===== src/rtl/tile_scheduler_pkg.sv =====
// Shared types and geometry helpers for the tile scheduler.
//   sched_state_t        : scheduler FSM state encoding
//   tiles_per_row/col    : tile grid dimensions for a given screen and tile size
//   tile_count           : total tiles per frame
//   buf_idx_w / cnt_w    : widths of a buffer index and of a 0..NUM_BUFS count
package typhoon_pkg;

    typedef enum logic [1:0] {
        IDLE  = 2'd0,
        RUN   = 2'd1,
        DRAIN = 2'd2,
        SWAP  = 2'd3
    } sched_state_t;

    function automatic int tiles_per_row(input int screen_w, input int tile_dim);
        return screen_w / tile_dim;
    endfunction

    function automatic int tiles_per_col(input int screen_h, input int tile_dim);
        return screen_h / tile_dim;
    endfunction

    function automatic int tile_count(input int screen_w, input int screen_h, input int tile_dim);
        return tiles_per_row(screen_w, tile_dim) * tiles_per_col(screen_h, tile_dim);
    endfunction

    function automatic int buf_idx_w(input int num_bufs);
        return (num_bufs > 1) ? $clog2(num_bufs) : 1;
    endfunction

    function automatic int cnt_w(input int num_bufs);
        return $clog2(num_bufs + 1);
    endfunction

endpackage


===== src/rtl/tile_scheduler_if.sv =====
// Handshake bundle between the tile scheduler and its environment
// (frame control, tile rasterizer, framebuffer streamer).
//   frame_go, continuous          : frame control from the host
//   raster_start/x/y/buf, raster_done : rasterizer request / completion
//   stream_start/x/y/buf, stream_done : streamer request / completion
//   frame_sel, frame_done, busy, err  : status back to the host
// master = scheduler side, slave = environment side.
interface tile_scheduler_if #(
    parameter int COORD_W = 10,
    parameter int BUF_W   = 1
);
    logic               frame_go;
    logic               continuous;

    logic               raster_start;
    logic [COORD_W-1:0] raster_x;
    logic [COORD_W-1:0] raster_y;
    logic [BUF_W-1:0]   raster_buf;
    logic               raster_done;

    logic               stream_start;
    logic [COORD_W-1:0] stream_x;
    logic [COORD_W-1:0] stream_y;
    logic [BUF_W-1:0]   stream_buf;
    logic               stream_done;

    logic               frame_sel;
    logic               frame_done;
    logic               busy;
    logic               err;

    modport master (
        input  frame_go, continuous, raster_done, stream_done,
        output raster_start, raster_x, raster_y, raster_buf,
               stream_start, stream_x, stream_y, stream_buf,
               frame_sel, frame_done, busy, err
    );

    modport slave (
        output frame_go, continuous, raster_done, stream_done,
        input  raster_start, raster_x, raster_y, raster_buf,
               stream_start, stream_x, stream_y, stream_buf,
               frame_sel, frame_done, busy, err
    );
endinterface


===== src/rtl/tile_scheduler_buf_ring.sv =====
// Ring of NUM_BUFS on-chip tile buffers used in strict rotation.
//   clk, rst_n        : clock, async active-low reset
//   alloc, wr_x, wr_y : claim the buffer at alloc_ptr and record its tile origin
//   fill              : a rasterized buffer became ready for streaming
//   free              : the buffer at rd_ptr has been streamed out
//   alloc_ptr, rd_ptr : next buffer to allocate / next buffer to stream
//   rd_x, rd_y        : stored tile origin of the buffer at rd_ptr
//   full              : every buffer is allocated
//   filled            : at least one buffer is waiting to be streamed
//   one_left          : exactly one buffer is still allocated
module tile_buf_ring
    import typhoon_pkg::*;
#(
    parameter int NUM_BUFS = 2,
    parameter int COORD_W  = 10,
    parameter int BUF_W    = buf_idx_w(NUM_BUFS),
    parameter int CNT_W    = cnt_w(NUM_BUFS)
) (
    input  logic               clk,
    input  logic               rst_n,
    input  logic               alloc,
    input  logic [COORD_W-1:0] wr_x,
    input  logic [COORD_W-1:0] wr_y,
    input  logic               fill,
    input  logic               free,
    output logic [BUF_W-1:0]   alloc_ptr,
    output logic [BUF_W-1:0]   rd_ptr,
    output logic [COORD_W-1:0] rd_x,
    output logic [COORD_W-1:0] rd_y,
    output logic               full,
    output logic               filled,
    output logic               one_left
);

    logic [CNT_W-1:0]   alloc_cnt;
    logic [CNT_W-1:0]   fill_cnt;
    logic [COORD_W-1:0] x_mem [NUM_BUFS];
    logic [COORD_W-1:0] y_mem [NUM_BUFS];

    function automatic logic [BUF_W-1:0] next_ptr(input logic [BUF_W-1:0] p);
        return (p == BUF_W'(NUM_BUFS - 1)) ? '0 : p + 1'b1;
    endfunction

    always_ff @(posedge clk or negedge rst_n) begin
        if (!rst_n) begin
            alloc_ptr <= '0;
            rd_ptr    <= '0;
            alloc_cnt <= '0;
            fill_cnt  <= '0;
            for (int i = 0; i < NUM_BUFS; i++) begin
                x_mem[i] <= '0;
                y_mem[i] <= '0;
            end
        end else begin
            if (alloc) begin
                x_mem[alloc_ptr] <= wr_x;
                y_mem[alloc_ptr] <= wr_y;
                alloc_ptr        <= next_ptr(alloc_ptr);
            end
            if (free) begin
                rd_ptr <= next_ptr(rd_ptr);
            end

            // alloc and free on the same edge cancel in the allocation count
            unique case ({alloc, free})
                2'b10:   alloc_cnt <= alloc_cnt + 1'b1;
                2'b01:   alloc_cnt <= alloc_cnt - 1'b1;
                default: alloc_cnt <= alloc_cnt;
            endcase

            // likewise a fill and a free together leave fill_cnt unchanged
            unique case ({fill, free})
                2'b10:   fill_cnt <= fill_cnt + 1'b1;
                2'b01:   fill_cnt <= fill_cnt - 1'b1;
                default: fill_cnt <= fill_cnt;
            endcase
        end
    end

    assign rd_x     = x_mem[rd_ptr];
    assign rd_y     = y_mem[rd_ptr];
    assign full     = (alloc_cnt == CNT_W'(NUM_BUFS));
    assign filled   = (fill_cnt != '0);
    assign one_left = (alloc_cnt == CNT_W'(1));

endmodule


===== src/rtl/tile_scheduler.sv =====
// Tile sequencer between the tile rasterizer and the framebuffer streamer.
// Walks the screen in raster tile order, hands each tile to the rasterizer
// in a free tile buffer, streams filled buffers out in the same order and
// swaps front/back framebuffers at frame end.
//   BOARD_CLK : system clock
//   RESET_N   : asynchronous active-low reset
//   bus       : tile_scheduler_if master (frame control, raster and stream
//               handshakes, status)
//
//   state | meaning
//   ------+-----------------------------------------------------------
//   IDLE  | waiting for frame_go
//   RUN   | issuing tiles to the rasterizer, streaming filled buffers
//   DRAIN | all tiles issued, waiting for the last stream_done
//   SWAP  | one cycle: toggle frame_sel, pulse frame_done
module tile_scheduler
    import typhoon_pkg::*;
#(
    parameter int TILE_DIM = 8,
    parameter int SCREEN_W = 640,
    parameter int SCREEN_H = 480,
    parameter int NUM_BUFS = 2,
    parameter int COORD_W  = 10
) (
    input  logic             BOARD_CLK,
    input  logic             RESET_N,
    tile_scheduler_if.master bus
);

    localparam int BUF_W = buf_idx_w(NUM_BUFS);
    localparam logic [COORD_W-1:0] STEP   = COORD_W'(TILE_DIM);
    localparam logic [COORD_W-1:0] LAST_X =
        COORD_W'((tiles_per_row(SCREEN_W, TILE_DIM) - 1) * TILE_DIM);
    localparam logic [COORD_W-1:0] LAST_Y =
        COORD_W'((tiles_per_col(SCREEN_H, TILE_DIM) - 1) * TILE_DIM);

    generate
        if ((SCREEN_W % TILE_DIM) != 0) begin : g_bad_width
            $error("SCREEN_W must be a multiple of TILE_DIM");
        end
        if ((SCREEN_H % TILE_DIM) != 0) begin : g_bad_height
            $error("SCREEN_H must be a multiple of TILE_DIM");
        end
        if ((NUM_BUFS < 2) || (NUM_BUFS > 8)) begin : g_bad_bufs
            $error("NUM_BUFS must be in 2..8");
        end
        if (((SCREEN_W - 1) >= (1 << COORD_W)) || ((SCREEN_H - 1) >= (1 << COORD_W))) begin : g_bad_coord
            $error("COORD_W too narrow for the screen");
        end
        if (tile_count(SCREEN_W, SCREEN_H, TILE_DIM) < 1) begin : g_no_tiles
            $error("screen holds no tiles");
        end
    endgenerate

    sched_state_t state, state_nxt;

    logic [COORD_W-1:0] cur_x, cur_y;
    logic               all_issued;
    logic               raster_busy, stream_busy;

    logic               raster_start_q, stream_start_q;
    logic [COORD_W-1:0] raster_x_q, raster_y_q, stream_x_q, stream_y_q;
    logic [BUF_W-1:0]   raster_buf_q, stream_buf_q;
    logic               frame_sel_q, frame_done_q, err_q;

    logic [BUF_W-1:0]   alloc_ptr, rd_ptr;
    logic [COORD_W-1:0] rd_x, rd_y;
    logic               full, filled, one_left;

    logic raster_ack, stream_ack;
    logic raster_issue, stream_issue;
    logic last_tile;

    // done pulses only count when the matching operation is in flight
    assign raster_ack   = bus.raster_done & raster_busy;
    assign stream_ack   = bus.stream_done & stream_busy;
    assign raster_issue = (state == RUN) & ~raster_busy & ~all_issued & ~full;
    assign stream_issue = filled & ~stream_busy;
    assign last_tile    = (cur_x == LAST_X) && (cur_y == LAST_Y);

    tile_buf_ring #(
        .NUM_BUFS (NUM_BUFS),
        .COORD_W  (COORD_W)
    ) u_ring (
        .clk       (BOARD_CLK),
        .rst_n     (RESET_N),
        .alloc     (raster_issue),
        .wr_x      (cur_x),
        .wr_y      (cur_y),
        .fill      (raster_ack),
        .free      (stream_ack),
        .alloc_ptr (alloc_ptr),
        .rd_ptr    (rd_ptr),
        .rd_x      (rd_x),
        .rd_y      (rd_y),
        .full      (full),
        .filled    (filled),
        .one_left  (one_left)
    );

    always_ff @(posedge BOARD_CLK or negedge RESET_N) begin
        if (!RESET_N) begin
            state <= IDLE;
        end else begin
            state <= state_nxt;
        end
    end

    always_comb begin
        state_nxt = state;
        unique case (state)
            IDLE:    if (bus.frame_go) state_nxt = RUN;
            RUN:     if (all_issued) state_nxt = DRAIN;
            // the buffer being freed is the only one left: it was the last tile
            DRAIN:   if (stream_ack && one_left) state_nxt = SWAP;
            SWAP:    state_nxt = bus.continuous ? RUN : IDLE;
            default: state_nxt = IDLE;
        endcase
    end

    always_ff @(posedge BOARD_CLK or negedge RESET_N) begin
        if (!RESET_N) begin
            cur_x          <= '0;
            cur_y          <= '0;
            all_issued     <= 1'b0;
            raster_busy    <= 1'b0;
            stream_busy    <= 1'b0;
            raster_start_q <= 1'b0;
            raster_x_q     <= '0;
            raster_y_q     <= '0;
            raster_buf_q   <= '0;
            stream_start_q <= 1'b0;
            stream_x_q     <= '0;
            stream_y_q     <= '0;
            stream_buf_q   <= '0;
            frame_sel_q    <= 1'b0;
            frame_done_q   <= 1'b0;
            err_q          <= 1'b0;
        end else begin
            raster_start_q <= raster_issue;
            stream_start_q <= stream_issue;
            frame_done_q   <= (state_nxt == SWAP);
            if (state_nxt == SWAP) begin
                frame_sel_q <= ~frame_sel_q;
            end

            // the walk restarts from (0,0) whenever a new frame can begin
            if ((state == IDLE) || (state == SWAP)) begin
                cur_x      <= '0;
                cur_y      <= '0;
                all_issued <= 1'b0;
            end else if (raster_issue) begin
                if (last_tile) begin
                    all_issued <= 1'b1;
                end else if (cur_x == LAST_X) begin
                    cur_x <= '0;
                    cur_y <= cur_y + STEP;
                end else begin
                    cur_x <= cur_x + STEP;
                end
            end

            if (raster_issue) begin
                raster_x_q   <= cur_x;
                raster_y_q   <= cur_y;
                raster_buf_q <= alloc_ptr;
                raster_busy  <= 1'b1;
            end else if (raster_ack) begin
                raster_busy <= 1'b0;
            end

            if (stream_issue) begin
                stream_x_q   <= rd_x;
                stream_y_q   <= rd_y;
                stream_buf_q <= rd_ptr;
                stream_busy  <= 1'b1;
            end else if (stream_ack) begin
                stream_busy <= 1'b0;
            end

            if ((bus.raster_done && !raster_busy) || (bus.stream_done && !stream_busy)) begin
                err_q <= 1'b1;
            end
        end
    end

    assign bus.raster_start = raster_start_q;
    assign bus.raster_x     = raster_x_q;
    assign bus.raster_y     = raster_y_q;
    assign bus.raster_buf   = raster_buf_q;
    assign bus.stream_start = stream_start_q;
    assign bus.stream_x     = stream_x_q;
    assign bus.stream_y     = stream_y_q;
    assign bus.stream_buf   = stream_buf_q;
    assign bus.frame_sel    = frame_sel_q;
    assign bus.frame_done   = frame_done_q;
    assign bus.busy         = (state != IDLE);
    assign bus.err          = err_q;

endmodule


===== src/flat_wrapper.sv =====
// flat-port wrapper written by rule: the top's interface ports become plain ports
module tile_scheduler_flat import typhoon_pkg::*;
#(
    parameter int TILE_DIM = 8,
    parameter int SCREEN_W = 640,
    parameter int SCREEN_H = 480,
    parameter int NUM_BUFS = 2,
    parameter int COORD_W  = 10
)
  (BOARD_CLK, RESET_N, bus_frame_go, bus_continuous, bus_raster_done, bus_stream_done, bus_raster_start, bus_raster_x, bus_raster_y, bus_raster_buf, bus_stream_start, bus_stream_x, bus_stream_y, bus_stream_buf, bus_frame_sel, bus_frame_done, bus_busy, bus_err);
  tile_scheduler_if #(.COORD_W(COORD_W), .BUF_W(1)) bus_i ();
  input  logic BOARD_CLK;
  input  logic RESET_N;
  input wire logic [$bits(bus_i.frame_go)-1:0] bus_frame_go;
  input wire logic [$bits(bus_i.continuous)-1:0] bus_continuous;
  input wire logic [$bits(bus_i.raster_done)-1:0] bus_raster_done;
  input wire logic [$bits(bus_i.stream_done)-1:0] bus_stream_done;
  output wire logic [$bits(bus_i.raster_start)-1:0] bus_raster_start;
  output wire logic [$bits(bus_i.raster_x)-1:0] bus_raster_x;
  output wire logic [$bits(bus_i.raster_y)-1:0] bus_raster_y;
  output wire logic [$bits(bus_i.raster_buf)-1:0] bus_raster_buf;
  output wire logic [$bits(bus_i.stream_start)-1:0] bus_stream_start;
  output wire logic [$bits(bus_i.stream_x)-1:0] bus_stream_x;
  output wire logic [$bits(bus_i.stream_y)-1:0] bus_stream_y;
  output wire logic [$bits(bus_i.stream_buf)-1:0] bus_stream_buf;
  output wire logic [$bits(bus_i.frame_sel)-1:0] bus_frame_sel;
  output wire logic [$bits(bus_i.frame_done)-1:0] bus_frame_done;
  output wire logic [$bits(bus_i.busy)-1:0] bus_busy;
  output wire logic [$bits(bus_i.err)-1:0] bus_err;
  assign bus_i.frame_go = bus_frame_go;
  assign bus_i.continuous = bus_continuous;
  assign bus_i.raster_done = bus_raster_done;
  assign bus_i.stream_done = bus_stream_done;
  assign bus_raster_start = bus_i.raster_start;
  assign bus_raster_x = bus_i.raster_x;
  assign bus_raster_y = bus_i.raster_y;
  assign bus_raster_buf = bus_i.raster_buf;
  assign bus_stream_start = bus_i.stream_start;
  assign bus_stream_x = bus_i.stream_x;
  assign bus_stream_y = bus_i.stream_y;
  assign bus_stream_buf = bus_i.stream_buf;
  assign bus_frame_sel = bus_i.frame_sel;
  assign bus_frame_done = bus_i.frame_done;
  assign bus_busy = bus_i.busy;
  assign bus_err = bus_i.err;
  tile_scheduler #(.TILE_DIM(TILE_DIM), .SCREEN_W(SCREEN_W), .SCREEN_H(SCREEN_H), .NUM_BUFS(NUM_BUFS), .COORD_W(COORD_W)) u_core (.BOARD_CLK(BOARD_CLK), .RESET_N(RESET_N), .bus(bus_i));
endmodule

===== config.mk =====
export PLATFORM = sky130hd
export DESIGN_NAME = tile_scheduler_flat
export DESIGN_NICKNAME = d
export VERILOG_FILES = /design/src/rtl/tile_scheduler_pkg.sv /design/src/rtl/tile_scheduler_if.sv /design/src/rtl/tile_scheduler_buf_ring.sv /design/src/rtl/tile_scheduler.sv /design/src/flat_wrapper.sv
export SDC_FILE = /design/constraint.sdc
export NUM_CORES = 1
export LEC_CHECK = 0
export ABC_AREA = 1
export CORE_MARGIN = 3
export CORE_UTILIZATION = 30
export CTS_BUF_LIST = sky130_fd_sc_hd__clkbuf_8
export CTS_CLUSTER_SIZE = 12
export DETAILED_ROUTE_END_ITERATION = 10
export SYNTH_ARGS = -nofsm -noshare
export SYNTH_HDL_FRONTEND = slang
export SYNTH_SLANG_ARGS = --single-unit

===== constraint.sdc =====
create_clock -name BOARD_CLK -period 2.45 [get_ports BOARD_CLK]
set_input_delay 0.245 -clock BOARD_CLK [delete_from_list [all_inputs] [get_ports BOARD_CLK]]
set_output_delay 0.245 -clock BOARD_CLK [all_outputs]
set_load 0.03 [all_outputs]

==> Yosys cells after proc, flatten, opt, wreduce, memory -nomap -nowiden <==
Index checks and enable logic that the tools add are counted.
W data, S select, Z words.
{ "totals": {"output_inout_bits": 48, "regBits": 118, "in_bits": 6, "romBits": 0, "mem_count": 0, "latchBits": 0, "wordCells": 118, "ram_bits": 0} }
{ "op_classes": {"muxes": 34, "n_div": 0, "n_reduce_logical": 22, "bitwise": 13, "n_shift": 0, "multipliers": 0, "eq_ne": 13, "n_addsub": 8, "n_lt_le_gt_ge": 3} }
{ "op_table": {"columns": ["op", "n"], "rows": [
  ["$mux W10", 15],
  ["$bwmux W20", 2],
  ["$add A10 B4 Y10 const B", 2],
  ["$reduce_bool A2 Y1", 9],
  ["$eq A2 B2 Y1 const B", 6],
  ["$demux W10 S1", 1],
  ["$eq A10 B10 Y1 const B", 1],
  ["$eq A10 B9 Y1 const B", 1],
  ["$mux W1", 10],
  ["$eq A2 B1 Y1 const B", 4],
  ["$pmux W2 S2", 2],
  ["$pmux W2 S4", 1],
  ["$and A1 B1 Y1", 6],
  ["$mux W2", 3],
  ["$logic_and A1 B1 Y1", 5],
  ["$not A1 Y1", 5],
  ["$add A2 B1 Y2 const B", 2],
  ["$ge A2 B2 Y1 const B", 2],
  ["$not A1 Y2", 2],
  ["$reduce_and A2 Y1", 2],
  ["$sub A2 B1 Y2 const B", 2],
  ["$reduce_and A3 Y1", 1],
  ["$add A1 B1 Y1 const B", 2],
  ["$logic_not A1 Y1", 2],
  ["other kinds (4)", 5]
]} }

==> Logic depth before layout (Yosys ltp) <==
{ "logic_depth": {"word_depth": 6, "mapped_depth": 12, "mapped_depth_nobuf": 10} }

==> Modules after synthesis <==
From an unflattened synthesis, not the netlist that was laid out.
{ "hier_totals": {"hier_cells": 582, "hier_area_um2": 4966.0} }
{ "modules_own_cells": {"columns": ["mod", "seq_area_each_um2", "cells_per_inst", "instances", "area_each_um2"], "rows": [
  ["tile_scheduler", 1501.4, 332, 1, 2800.2],
  ["tile_buf_ring", 1151.1, 250, 1, 2165.8]
]} }

==> Least setup slack after synthesis <==
Ideal clock, no wire load.
{ "synth_path": {"path_kind": "reg-to-reg", "from": "reg u_core.state[1]", "to": "reg u_core.u_ring.alloc_cnt[1]", "path_stages_with_launch": 11, "setup_ns": 0.127, "arrival_ns": 1.594, "required_ns": 2.323, "path_buffers": 2, "setup_slack_ns": 0.729, "synth_period_minus_slack_ns": 1.721, "path_cell_list": "dfrtp_1 inv_1 ha_1 inv_1 nor2_2 nand2_2 buf_6 clkbuf_1 ha_1 nand2_1 o21ai_0"} }
{ "synth_via": {"elab_chain_len": 6, "word_cells_on_any_way": 8, "classes_between": "eq/ne (3); mux (1); bitwise (3); reduce/logical (1)"} }
{ "synth_lines": {"columns": ["item", "line_no", "rtl"], "rows": [
  ["start, declared", "tile_scheduler.sv:55", "sched_state_t state, state_nxt;"],
  ["start signal, assigned", "tile_scheduler.sv:105", "state <= state_nxt;"],
  ["$eq A2 B1 Y1 (*)", "tile_scheduler.sv:77", "assign raster_issue = (state == RUN) & ~raster_busy & ~all_issued & ~full;"],
  ["$and A1 B1 Y1 (*) (3 in series)", "tile_scheduler.sv:77", null],
  ["$eq A2 B1 Y1 / $eq A2 B2 Y1 (equally long branches)", "tile_scheduler_buf_ring.sv:65", "unique case ({alloc, free})"],
  ["$pmux W2 S2 / $reduce_bool A2 Y1 (equally long branches)", null, null],
  ["end signal, assigned", "tile_scheduler_buf_ring.sv:66", "2'b10: alloc_cnt <= alloc_cnt + 1'b1;"],
  ["end signal, assigned", "tile_scheduler_buf_ring.sv:67", "2'b01: alloc_cnt <= alloc_cnt - 1'b1;"],
  ["end signal, assigned", "tile_scheduler_buf_ring.sv:68", "default: alloc_cnt <= alloc_cnt;"],
  ["end, declared", "tile_scheduler_buf_ring.sv:35", "logic [CNT_W-1:0] alloc_cnt;"]
]} }
Every way passes the cells marked *; elsewhere a longest branch is shown, timed or not.
A chain may end at the register's enable or synchronous reset.

==> Worst setup path in the final report <==
{ "layout_path": {"from": "reg u_core.state[0]", "to": "out bus_busy"} }
{ "layout_via": {"elab_chain_len": 1} }
{ "layout_lines": {"columns": ["item", "line_no", "rtl"], "rows": [
  ["$reduce_bool A2 Y1", "tile_scheduler.sv:197", "assign bus.busy = (state != IDLE);"],
  ["end, declared", "flat_wrapper.sv:28", "output wire logic [$bits(bus_i.busy)-1:0] bus_busy;"]
]} }
Every way passes these cells.

==> impl_metrics.env <==
export IMPL_status="finished clean"
export IMPL_nNetsFinal=499
export IMPL_path_max_fanout=5
export IMPL_finalWirelength_um=8160
export IMPL_cp_common_cell="inv_1"
export IMPL_rows=41
export IMPL_grt_total_usage=0.117
export IMPL_cts_max_level=3
export IMPL_slowest_delay_ns=0.66
export IMPL_layout_common_cells="nand2_1 (120), dfrtp_1 (88), o21ai_0 (40), clkdlybuf4s50_1 (40), inv_1 (36)"
export IMPL_yosysSeqAreaShare=0.545
export IMPL_wl_per_cell_um=12.4
export IMPL_final_layout_size_suffix_gt1_frac=0.103
export IMPL_path_cells="inv_1 -> ha_1 -> inv_1 -> clkdlybuf4s50_1"
export IMPL_fin_area_um2=4750
export IMPL_yosysTopAreaCell="dfrtp_1"
export IMPL_p_total_mw=5.49
export IMPL_ff_latch_area_um2=2200
export IMPL_vias_per_cell=4.53
export IMPL_vias=2978
export IMPL_post_cts_resized=0
export IMPL_p_per_area_nw_per_um2=1150
export IMPL_finalCritPeriodShare=0.845
export IMPL_hp_class="input pin to asynchronous set/reset pin"
export IMPL_path_buf_inv=3
export IMPL_peakVddDrop_uv=260
export IMPL_synthTopCellsByArea="dfrtp_1 (55%), nand2_1 (11%), o21ai_0 (5.0%), ha_1 (3.4%), inv_1 (3.3%)"
export IMPL_gp_congestion=0.834
export IMPL_ctsRootBufferMaster="clkbuf_8"
export IMPL_gr_total_overflow=0
export IMPL_synth_top_cell_area_share=0.545
export IMPL_period_minus_slack_ns=2.07
export IMPL_path_class="register to output port"
export IMPL_synth_cell_type_count=36
export IMPL_grt_pass1_vias=2847
export IMPL_grt_max_degree=49
export IMPL_worst_endpoint_required_ns=2.20
export IMPL_slew_headroom=0.441
export IMPL_netSwitchingPower_mw=2.36
export IMPL_crit_arrival_ns=1.83
export IMPL_n_antenna_cell=0
export IMPL_crit_family="buffers and inverters"
export IMPL_clkSinkCount=88
export IMPL_p_leak_nw=2.15
export IMPL_skew_ns=0.0133
export IMPL_io_pins=54
export IMPL_grt_pass1_wl_um=13900
export IMPL_combPwrFrac=0.428
export IMPL_synth_area_um2=4040
export IMPL_worst_path_max_delay_cell="clkdlybuf4s50_1"
export IMPL_holdWs_ns=0.402
export IMPL_hpwlAfterDp_um=5850
export IMPL_antenna_found_initial=0
export IMPL_power_internal_mw=3.13
export IMPL_rsz0062_at_grt="false"
export IMPL_avgSynthCellArea_um2=9.12
export IMPL_port_buffers=41
export IMPL_swShare=0.430
export IMPL_area_growth_pct=17.7
export IMPL_dr_pass1_iters=4
export IMPL_clkSlewWorstSetupHoldPaths_ns=0.09
export IMPL_die_width_um=122
export IMPL_initial_core_util=0.314
export IMPL_tns_ns=0
export IMPL_ys_warn_count=0
export IMPL_synth_seq_cells=88
export IMPL_worst_pin_slew_ns=0.838
export IMPL_layout_commonest_cell="nand2_1"
export IMPL_syn_inst=443
export IMPL_pwr_share_clk=0.184
export IMPL_drtIter0Drc=271
export IMPL_ant_nets=0
export IMPL_start_kind="register"
export IMPL_cap_violations=0
export IMPL_fmax_mhz=483
export IMPL_dpl_cell_area_um2=4550
export IMPL_drc_errors=0
export IMPL_hold_viol=0
export IMPL_cts_tree="done"
export IMPL_clock_path_buffers=2
export IMPL_insertion_delay_ns=0.37
export IMPL_dieArea_um2=14900
export IMPL_critPathCaptureType="output port"
export IMPL_report_final_slew_viol_count=0
export IMPL_utilization=0.369
export IMPL_core_um2=12900
export IMPL_n_fill_cell=1281
export IMPL_multi_input_area_um2=1540
export IMPL_numCtsBuffers=9
export IMPL_seqPwrFrac=0.388
export IMPL_setup_viol_count_final=0
export IMPL_die_y_um=122
==> final cells by class <==
type,instances,area share
clock inverters,6,0.0147
multi-input cells,298,0.323
well taps,172,0.0453
repair buffers,46,0.0969
flip-flops and latches,88,0.463
inverters,39,0.0308
clock buffers,9,0.0261
==> registers in the layout, indices dropped and copies added (netlist names), 2 cells and up <==
register	flops
u_core.bus.stream_x	7
u_core.bus.stream_y	7
u_core.bus.raster_x	7
u_core.bus.raster_y	7
u_core.u_ring.x_mem	14
u_core.u_ring.alloc_cnt	2
u_core.u_ring.fill_cnt	2
u_core.cur_y	7
u_core.u_ring.y_mem	14
u_core.cur_x	7
u_core.state	2
==> stage by stage <==
step / cells / setup WS [ns]
floorplan: 454 / 0.729
global placement: 642 / 0.641
detailed placement: 642 / 0.593
CTS: 658 / 0.353
global route: 658 / 0.241
finish: 658 / 0.379
==> what timing repair did <==
item | 4_1_cts | 5_1_grt
buffers inserted | 0 | 0
hold endpoints to repair | 40 | 0
hold buffers | 1 | 0
==> worst register-to-register path, cell delays in order, from the launching register on <==
cell     delay (ns)
dfrtp_1        0.42
inv_1          0.11
ha_1           0.58
nand2_4        0.17
nor2_1         0.31
nand3_1        0.14
o21ai_2        0.08
==> cells by family after synthesis <==
logic type,Yosys count,share of synthesized area
xor+xnor,5,0.0108
simple gates,188,0.204
compound gates,82,0.119
fa+ha+maj,11,0.0341
other cells,1,0.000928
flops,88,0.545
buf+inv,68,0.0861
==> power by group through the flow <==
stage                     clock, mW  combinational, mW  sequential (mW)
after floorplan                   0               1.42             2.46
after global placement            0               2.32             2.16
after detailed placement          0               2.37             2.17
after CTS                      1.03               2.38             2.14
after global routing           1.09               2.59             2.19
final                          1.01               2.35             2.13
==> cells in the mapped netlist <==
| library cell | count |
|---|---|
| nand3_2 | 2 |
| a31oi_1 | 14 |
| dfrtp_1 | 88 |
| nor2_2 | 2 |
| xor2_1 | 3 |
| or2_2 | 1 |
| a21oi_1 | 3 |
| o21a_1 | 1 |
| ha_1 | 11 |
| nand4_4 | 1 |
| xnor2_1 | 2 |
| nand2_4 | 1 |
| inv_1 | 36 |
| nand2_2 | 6 |
| a21boi_0 | 1 |
| buf_6 | 4 |
| buf_2 | 5 |
| conb_1 | 1 |
| nor2_4 | 1 |
| nand3_4 | 1 |
| clkbuf_1 | 6 |
| buf_4 | 12 |
| nor2_1 | 32 |
| o21ai_2 | 11 |
| o21ai_1 | 10 |
| nand4_1 | 6 |
| a221o_1 | 1 |
| nand3_1 | 10 |
| nand2_1 | 120 |
| o31ai_1 | 1 |
| o21ai_0 | 40 |
| clkbuf_2 | 1 |
| clkbuf_8 | 1 |
| nand3b_1 | 1 |
| inv_2 | 3 |
| nor3_1 | 4 |
==> worst paths after layout <==
check,cells after the start,slack [ns],startpoint,to
setup / recovery,4,0.38,u_core.state[0],bus_busy
hold / removal,2,0.40,RESET_N,u_core.bus.stream_y[9]
setup reg to reg,6,0.56,u_core.state[0],u_core.cur_x[9]
hold reg to reg,2,0.49,u_core.bus.stream_buf,u_core.bus.stream_buf
max in group asynchronous,3,1.39,RESET_N,u_core.bus.raster_x[9]
min in group BOARD_CLK,2,0.49,u_core.bus.stream_buf,u_core.bus.stream_buf
==> layer usage <==
metal  part of all wire  GRT usage  up-vias
met3              0.050     0.0371       18
li1                   -          -     1486
met5                  0          0        -
met1               0.49      0.156     1407
met4              0.022     0.0455        0
met2               0.44      0.177       67
No activity file was read; power rests on OpenSTA's default activity.
